### src/rtl/fmap_stream_reader.sv
// Streams a CHANNELS x IN_HEIGHT x IN_WIDTH feature map out of BRAM (addresses 0..TOTAL-1), tagging each element with its channel.
// First element valid 2 cycles after start, then 1/cycle; m_ready low stalls reads via a 2-entry FIFO so no read datum is ever dropped.
module fmap_stream_reader #(
    parameter int DATA_WIDTH = 8,
    parameter int CHANNELS   = 128,
    parameter int IN_HEIGHT  = 3,
    parameter int IN_WIDTH   = 4,
    parameter int ADDR_WIDTH = 11,
    parameter int CH_WIDTH   = 7
) (
    input  logic                  clk,
    input  logic                  rst,
    input  logic                  start,
    output logic                  busy,
    output logic                  done,
    output logic                  bram_en,
    output logic [ADDR_WIDTH-1:0] bram_addr,
    input  logic [DATA_WIDTH-1:0] bram_dout,
    output logic                  m_valid,
    input  logic                  m_ready,
    output logic [DATA_WIDTH-1:0] m_data,
    output logic [CH_WIDTH-1:0]   m_chan,
    output logic                  m_last
);
    localparam int TOTAL = CHANNELS * IN_HEIGHT * IN_WIDTH;
    localparam int PLANE = IN_HEIGHT * IN_WIDTH;
    localparam int PIX_W = (PLANE > 1) ? $clog2(PLANE) : 1;
    localparam logic [ADDR_WIDTH-1:0] LAST_ADDR = ADDR_WIDTH'(TOTAL - 1);
    localparam logic [PIX_W-1:0]      LAST_PIX  = PIX_W'(PLANE - 1);
    localparam logic [CH_WIDTH-1:0]   LAST_CH   = CH_WIDTH'(CHANNELS - 1);

    typedef enum logic [1:0] {S_IDLE, S_RUN, S_DRAIN} state_t;

    state_t                r_state;
    logic [ADDR_WIDTH-1:0] r_rd_addr;
    logic                  r_dvld;
    logic [DATA_WIDTH-1:0] r_mem [2];
    logic                  r_wptr;
    logic                  r_rptr;
    logic [1:0]            r_cnt;
    logic [PIX_W-1:0]      r_pix;
    logic [CH_WIDTH-1:0]   r_ch;
    logic                  r_done;

    logic                  w_pop;
    logic                  w_issue;
    logic                  w_plane_end;
    logic                  w_last_elem;
    logic [2:0]            w_commit;

    always_comb begin
        w_pop       = (r_cnt != 2'd0) && m_ready;
        // Slots already spoken for: buffered data plus the datum now on bram_dout, less what leaves this cycle.
        w_commit    = {1'b0, r_cnt} + {2'b00, r_dvld} - {2'b00, w_pop};
        w_issue     = (r_state == S_RUN) && (w_commit < 3'd2);
        w_plane_end = (r_pix == LAST_PIX);
        w_last_elem = w_plane_end && (r_ch == LAST_CH);
    end

    assign busy      = (r_state != S_IDLE);
    assign done      = r_done;
    assign bram_en   = w_issue;
    assign bram_addr = r_rd_addr;
    assign m_valid   = (r_cnt != 2'd0);
    assign m_data    = r_mem[r_rptr];
    assign m_chan    = r_ch;
    assign m_last    = m_valid && w_last_elem;

    always_ff @(posedge clk) begin
        if (rst) begin
            r_state   <= S_IDLE;
            r_rd_addr <= '0;
            r_dvld    <= 1'b0;
            r_mem[0]  <= '0;
            r_mem[1]  <= '0;
            r_wptr    <= 1'b0;
            r_rptr    <= 1'b0;
            r_cnt     <= 2'd0;
            r_pix     <= '0;
            r_ch      <= '0;
            r_done    <= 1'b0;
        end else begin
            r_done <= 1'b0;
            r_dvld <= w_issue;
            r_cnt  <= r_cnt + {1'b0, r_dvld} - {1'b0, w_pop};

            if (r_dvld) begin
                r_mem[r_wptr] <= bram_dout;
                r_wptr        <= ~r_wptr;
            end

            if (w_pop) begin
                r_rptr <= ~r_rptr;
                if (w_plane_end) begin
                    r_pix <= '0;
                    r_ch  <= r_ch + CH_WIDTH'(1);
                end else begin
                    r_pix <= r_pix + PIX_W'(1);
                end
            end

            case (r_state)
                S_IDLE: begin
                    if (start) begin
                        r_state <= S_RUN;
                    end
                end
                S_RUN: begin
                    if (w_issue) begin
                        if (r_rd_addr == LAST_ADDR) begin
                            r_state <= S_DRAIN;
                        end else begin
                            r_rd_addr <= r_rd_addr + ADDR_WIDTH'(1);
                        end
                    end
                end
                S_DRAIN: begin
                    if (w_pop && w_last_elem) begin
                        r_state   <= S_IDLE;
                        r_done    <= 1'b1;
                        r_rd_addr <= '0;
                        r_pix     <= '0;
                        r_ch      <= '0;
                    end
                end
                default: r_state <= S_IDLE;
            endcase
        end
    end
endmodule

### config.mk
export PLATFORM = sky130hd
export DESIGN_NAME = fmap_stream_reader
export DESIGN_NICKNAME = d
export VERILOG_FILES = /design/src/rtl/fmap_stream_reader.sv
export SDC_FILE = /design/constraint.sdc
export NUM_CORES = 1
export LEC_CHECK = 0
export CORE_MARGIN = 2
export CORE_UTILIZATION = 25
export DETAILED_ROUTE_END_ITERATION = 7
export GPL_TIMING_DRIVEN = 0
export PLACE_DENSITY = 0.45
export SYNTH_ARGS = -nofsm -noshare
export SYNTH_HDL_FRONTEND = slang
export SYNTH_SLANG_ARGS = --single-unit
### constraint.sdc
create_clock -name clk -period 2.3 [get_ports clk]
set_input_delay 0.575 -clock clk [delete_from_list [all_inputs] [get_ports clk]]
set_output_delay 0.575 -clock clk [all_outputs]
set_load 0.01 [all_outputs]
==> impl_metrics.json, run 1 <==
{
  "status": "finished with violations",
  "violations": "setup timing",
  "initial_utilization_pct": 25.87,
  "async_reset_ff_share_pct": 0,
  "finalCritPeriodShare_pct": 108.6,
  "netlist_instances": 217,
  "yosys-top-cells-area": "dfxtp_1 (28%), edfxtp_1 (21%), and2_1 (4.7%)",
  "cpMaxStageDelayCell": "fa_2",
  "die_y_um": 98.99,
  "crit_type": "flip-flop to output port",
  "maxCapViolCount": 0,
  "pin_count": 43,
  "synth_ff_type": "dfxtp_1",
  "first_pass_iters": 4,
  "fin_cells": 379,
  "power_mw": 1.805,
  "timing.final.hold_violations": 0,
  "syn_avg_cell_area_um2": 10.40,
  "r2r_cells": 10,
  "synth_area_leader_cell": "dfxtp_1",
  "r2r-start": "r_cnt[0]",
  "nNetsFinal": 287,
  "vias": 1802,
  "viasPerCell": 4.755,
  "cp_slowest_stage_delay_ns": 0.49,
  "critPathRequiredTime_ns": 1.73,
  "diodes": 0,
  "hpwl_um": 3709,
  "rsz0062_at_grt": "true",
  "ant_nets": 0,
  "synth_nets": 234,
  "finalSetupViolCount": 1,
  "synth-edff-count": 16,
  "fmax_ghz": 0.4004,
  "power.density_mw_per_mm2": 593.8,
  "grt_pass1_vias": 1804,
  "final_common_cell": "clkdlybuf4s50_1",
  "relSlewSlack_pct": 39.54,
  "root_buffer": "clkbuf_8",
  "cts_max_level": 2,
  "cts_tree": "yes",
  "maxSlewViolCount": 0,
  "clockBufferDepth": 2,
  "holdCritStartpoint": "r_pix[1]",
  "grt.total_usage_pct": 11.39,
  "synth_top_area_share_pct": 27.51,
  "tightest_slew_ns": 0.9049,
  "holdCritPathClass": "flip-flop to flip-flop",
  "totalWireLength_um": 5353,
  "gp_congestion": 0.7689,
  "routedWlPerCell_um": 14.12,
  "grt_max_degree": 15,
  "fp.dieW_um": 98.99,
  "dieArea_mm2": 0.009799,
  "crit_buf_inv": 2,
  "ys_warn_count": 0,
  "final_cell_mix": "clkdlybuf4s50_1 (38), dfxtp_1 (23), and2_1 (17)",
  "ys_ff_latch": 47,
  "drive_gt1_share_pct": 22.88,
  "cts-buffers-inserted": 5,
  "endpoint_kind": "output port",
  "std_cell_rows": 34,
  "fin_ws_ns": -0.1973,
  "synth-seq-area-share_pct": 48.81,
  "rrSetupSlack_ns": 0.03,
  "dp.cells": 366,
  "fin_skew_ns": 0.005650,
  "ir_drop_uv": 238.7,
  "io_buffers": 41,
  "antenna_found_initial": 0,
  "drtIter0Drc": 69,
  "rr_endpoint": "bram_addr[4]",
  "worstHoldEndpoint": "r_pix[1]",
  "crit_chain": "inv_2, nand3_2, o21ai_2, ha_2, fa_2, nor3_4, buf_2",
  "ys_types": 46,
  "cp.arrival_ns": 1.92,
  "critPathLaunchType": "flip-flop",
  "grt_pass1_wl_um": 8818,
  "gr-total-overflow": 0,
  "p_leak_nw": 1.128,
  "critPathMaxFanout": 4,
  "core_area_mm2": 0.008721,
  "crit_family": "adder cells",
  "min_path_cells": 2,
  "syn_area_mm2": 0.002256,
  "area_growth_syn_to_layout_pct": 34.78,
  "clock-sinks": 47,
  "clk-insertion-delay-late_ns": 0.30,
  "drc": 0,
  "fin_crit_ns": 2.497,
  "cts.reportedPaths.clkPinSlew_ns": 0.09
}
[flip-flops by register name, indices dropped and copies added (netlist names), named ones only]
register,count
m_chan,7
done,1
r_mem,16
r_rptr,1
r_state,2
bram_addr,11
r_dvld,1
r_pix,4
r_wptr,1
r_cnt,2
[layout make-up]
cell class              count  area, µm²
clock inverters             3      38.79
repair buffers             47      454.2
clock buffers               5      68.82
well taps                 108      135.1
multi-input cells         159       1182
flip-flops and latches     47       1114
inverters                   5      18.77
plain buffers               5      28.78
fillers                   885       5680
[cell families (layout without fill, tap and decap cells)]
| family | Yosys count | after routing | share of synthesized area [%] |
|---|---|---|---|
| buffers and inverters | 11 | 65 | 2.274 |
| AO/OA/AOI/OAI | 35 | 35 | 11.37 |
| flip-flops | 47 | 47 | 48.81 |
| adder cells (fa/ha/maj) | 5 | 5 | 3.106 |
| AND/OR/NAND/NOR | 97 | 97 | 24.85 |
| multiplexers | 10 | 10 | 4.936 |
| XOR/XNOR | 12 | 12 | 4.659 |
[routing by layer]
layer | vias to the layer above | routed length (µm) | GRT usage (%) | share of wire (%)
li1 | 893 | - | - | -
met1 | 857 | 2522 | 14.91 | 47
met2 | 47 | 2517 | 18.71 | 47
met3 | 5 | 243 | 1.986 | 4.5
met4 | 0 | 70 | 4.426 | 1.3
met5 | - | 0 | 0 | 0
[worst reg2reg max path, stage by stage (launching register included)]
cell	delay, ns
dfxtp_2	0.34
inv_2	0.04
nand3_2	0.06
o21ai_2	0.05
ha_2	0.17
fa_2	0.60
buf_4	0.14
nor2_4	0.04
o21ai_0	0.35
nor3_1	0.10
a211o_1	0.27
[cell usage after synthesis, types with 2 or more instances]
cell type / number
inv_1: 5
nor4_1: 2
xnor2_1: 5
edfxtp_1: 16
and2_1: 17
o21a_1: 2
a21oi_1: 4
ha_1: 4
a21o_1: 3
or3_1: 2
o21ai_0: 5
nand3_1: 2
nor2b_1: 6
nand4_1: 6
nor3_1: 10
nand2_1: 13
and4_4: 2
mux2_2: 9
or2_2: 3
dfxtp_1: 31
a31oi_1: 8
and3_1: 6
clkbuf_1: 3
nor2_1: 15
a211oi_1: 3
buf_2: 2
a211o_1: 3
nand2b_1: 3
and3_4: 2
xor2_1: 7
nor3b_1: 3
[metrics by stage]
step | utilization (%) | worst slack [ns] | TNS, ns | cell area, µm² | hold WS (ns)
after global routing | 34.86 | -0.2993 | -0.5602 | 3040 | 0.5101
after CTS | 34.51 | -0.2200 | -0.2200 | 3009 | 0.4903
after detailed placement | 32.44 | -1.326 | -12.76 | 2829 | 0.4767
after floorplan | - | 0.003193 | 0 | 2283 | 0.4436
final | 34.86 | -0.1973 | -0.1973 | 3040 | 0.4825
after global placement | 32.44 | -1.353 | -12.93 | 2829 | 0.4750
[what timing repair did]
item	4_1_cts	5_1_grt
buffers inserted	5	2
setup endpoints to repair	23	9
resized for setup	27	6
hold buffers	0	0
pin swaps	4	4
cloned	0	0
[how the worst max path moves through the flow]
stage / from / endpoint / cells past startpoint
2_1_floorplan: m_ready / bram_addr[10] / 9
3_3_place_gp: m_ready / bram_en / 7
3_5_place_dp: m_ready / bram_en / 7
4_1_cts: r_cnt[0] / bram_en / 8
5_1_grt: r_cnt[0] / bram_en / 7
6_report: r_cnt[0] / bram_en / 7
[power breakdown]
part           internal (mW)  switching, mW
Combinational          0.143          0.128
Clock                  0.319          0.290
Sequential             0.896         0.0283
Total                   1.36          0.447
No activity file was read; power rests on OpenSTA's default activity.
==> run 2, diff against run 1 <==
--- a/config.mk
+++ b/config.mk
@@ -9,7 +9,8 @@
 export CORE_UTILIZATION = 25
 export DETAILED_ROUTE_END_ITERATION = 7
 export GPL_TIMING_DRIVEN = 0
-export PLACE_DENSITY = 0.45
+export PLACE_DENSITY = 0.43
+export SLEW_MARGIN = 0
 export SYNTH_ARGS = -nofsm -noshare
 export SYNTH_HDL_FRONTEND = slang
 export SYNTH_SLANG_ARGS = --single-unit
==> constraint.sdc (replaced) <==
create_clock -name clk -period 2.96 [get_ports clk]
set_input_delay 0.74 -clock clk [delete_from_list [all_inputs] [get_ports clk]]
set_output_delay 0.74 -clock clk [all_outputs]
set_load 0.01 [all_outputs]
==> impl_metrics.json, run 2 (synthesis gave the netlist of run 1 again) <==
{
  "status": "completed",
  "final_cell_mix": "clkdlybuf4s50_1 (39), dfxtp_1 (31), and2_1 (17)",
  "r2r-start": "r_cnt[1]",
  "setup-tns-final_ns": 0,
  "grt_pass1_vias": 1746,
  "cts.reportedPaths.clkPinSlew_ns": 0.09,
  "tightest_slew_ns": 0.8809,
  "finalCritPeriodShare_pct": 97.22,
  "p_leak_nw": 1.099,
  "power_mw": 1.394,
  "final_common_cell": "clkdlybuf4s50_1",
  "maxSlewViolCount": 0,
  "viasPerCell": 4.727,
  "postPlaceCellArea_mm2": 0.002801,
  "fin_ws_ns": 0.08221,
  "cts-buffers-inserted": 5,
  "ir_drop_uv": 223.3,
  "routedWlPerCell_um": 14.45,
  "critPathMaxFanout": 5,
  "p_clk_share_pct": 34.0,
  "root_buffer": "clkbuf_8",
  "core_area_mm2": 0.008721,
  "dieArea_mm2": 0.009799,
  "dp.cells": 366,
  "clockBufferDepth": 2,
  "clk-insertion-delay-late_ns": 0.30,
  "p_int_mw": 1.051,
  "endpoint_kind": "output port",
  "switching_share_pct": 24.63,
  "ant_nets": 0,
  "whs_ns": 0.4909,
  "area_growth_syn_to_layout_pct": 31.45,
  "top_register": "r_mem",
  "totalWireLength_um": 5449,
  "cts_max_level": 2,
  "fp.dieW_um": 98.99,
  "cts_tree": "yes",
  "power.density_mw_per_mm2": 470.2,
  "finalSetupViolCount": 0,
  "largest_register_ffs": 16,
  "clock-sinks": 47,
  "fin_util_pct": 34.00,
  "antenna_found_initial": 0,
  "maxCapViolCount": 0,
  "r2r_cells": 9,
  "drtIter0Drc": 61,
  "fin_crit_ns": 2.878,
  "pre_cts_slack_ns": -1.011,
  "combPwrFrac_pct": 14.6,
  "crit_type": "input port to output port",
  "pin_count": 43,
  "initial_utilization_pct": 25.87,
  "die_y_um": 98.99,
  "critPathRequiredTime_ns": 2.22,
  "fmax_ghz": 0.3475,
  "pwr-share-seq_pct": 51.3,
  "seqCellArea_mm2": 0.001101,
  "fillers": 904,
  "nNetsFinal": 285,
  "std_cell_rows": 34,
  "diodes": 0,
  "finalInstanceArea_mm2": 0.002965,
  "grt_pass1_wl_um": 8901,
  "rr_endpoint": "bram_addr[10]",
  "vias": 1782,
  "grt.total_usage_pct": 11.41,
  "holdCritPathClass": "flip-flop to flip-flop",
  "switching_power_mw": 0.3435,
  "rrSetupSlack_ns": 0.27,
  "critPathLaunchType": "input port",
  "worstHoldEndpoint": "r_pix[1]",
  "gr-total-overflow": 0,
  "timing.final.hold_violations": 0,
  "hpwl_um": 3677,
  "fin_cells": 377,
  "fin_skew_ns": 0.008101,
  "relSlewSlack_pct": 41.14,
  "min_path_cells": 2,
  "holdCritStartpoint": "r_pix[1]",
  "cp.arrival_ns": 2.14,
  "grt_max_degree": 15,
  "drive_gt1_share_pct": 15.99,
  "first_pass_iters": 6,
  "drc": 0,
  "io_buffers": 41,
  "gp_congestion": 0.7320,
  "multi_input_area_mm2": 0.001147
}
run 2: worst max-delay path by stage:
stage                       start       to
final                     m_ready  bram_en
after global routing      m_ready  bram_en
after CTS                 m_ready  bram_en
after detailed placement  m_ready  bram_en
after global placement    m_ready  bram_en
after floorplan           m_ready  bram_en
run 2: critical path, stage by stage:
cell	delay, ns
buf_2	0.14
nand3_2	0.10
o21ai_2	0.06
ha_2	0.17
fa_2	0.38
xnor2_4	0.16
nor3_4	0.22
buf_2	0.17
run 2: what timing repair did:
| action | CTS | global route |
|---|---|---|
| setup buffers | 2 | 1 |
| setup endpoints to repair | 9 | 6 |
| hold buffers | 0 | 0 |
| pin swaps | 2 | 2 |
| gates resized for setup | 14 | 3 |
run 2: cell type report:
cell class / instances / share of cell area (%)
Buffer: 6 / 1.097
Multi-Input combinational cell: 159 / 38.69
Timing Repair Buffer: 44 / 14.26
Sequential cell: 47 / 37.13
Clock buffer: 5 / 2.321
Tap cell: 108 / 4.557
Clock inverter: 3 / 1.308
Inverter: 5 / 0.6329
run 2: power by group through the flow:
stage	clock network, mW	registers, mW	logic, mW
6_report	0.474	0.716	0.204
5_1_grt	0.505	0.720	0.223
4_1_cts	0.487	0.716	0.201
3_5_place_dp	0	0.730	0.192
3_3_place_gp	0	0.729	0.194
2_1_floorplan	0	0.728	0.103
run 2: metal layers:
metal  routed length, µm  global-route usage, %
met1                2769                  16.01
met2                2385                  17.72
met3                 239                  2.695
met4                  54                  2.845
met5                   0                      0
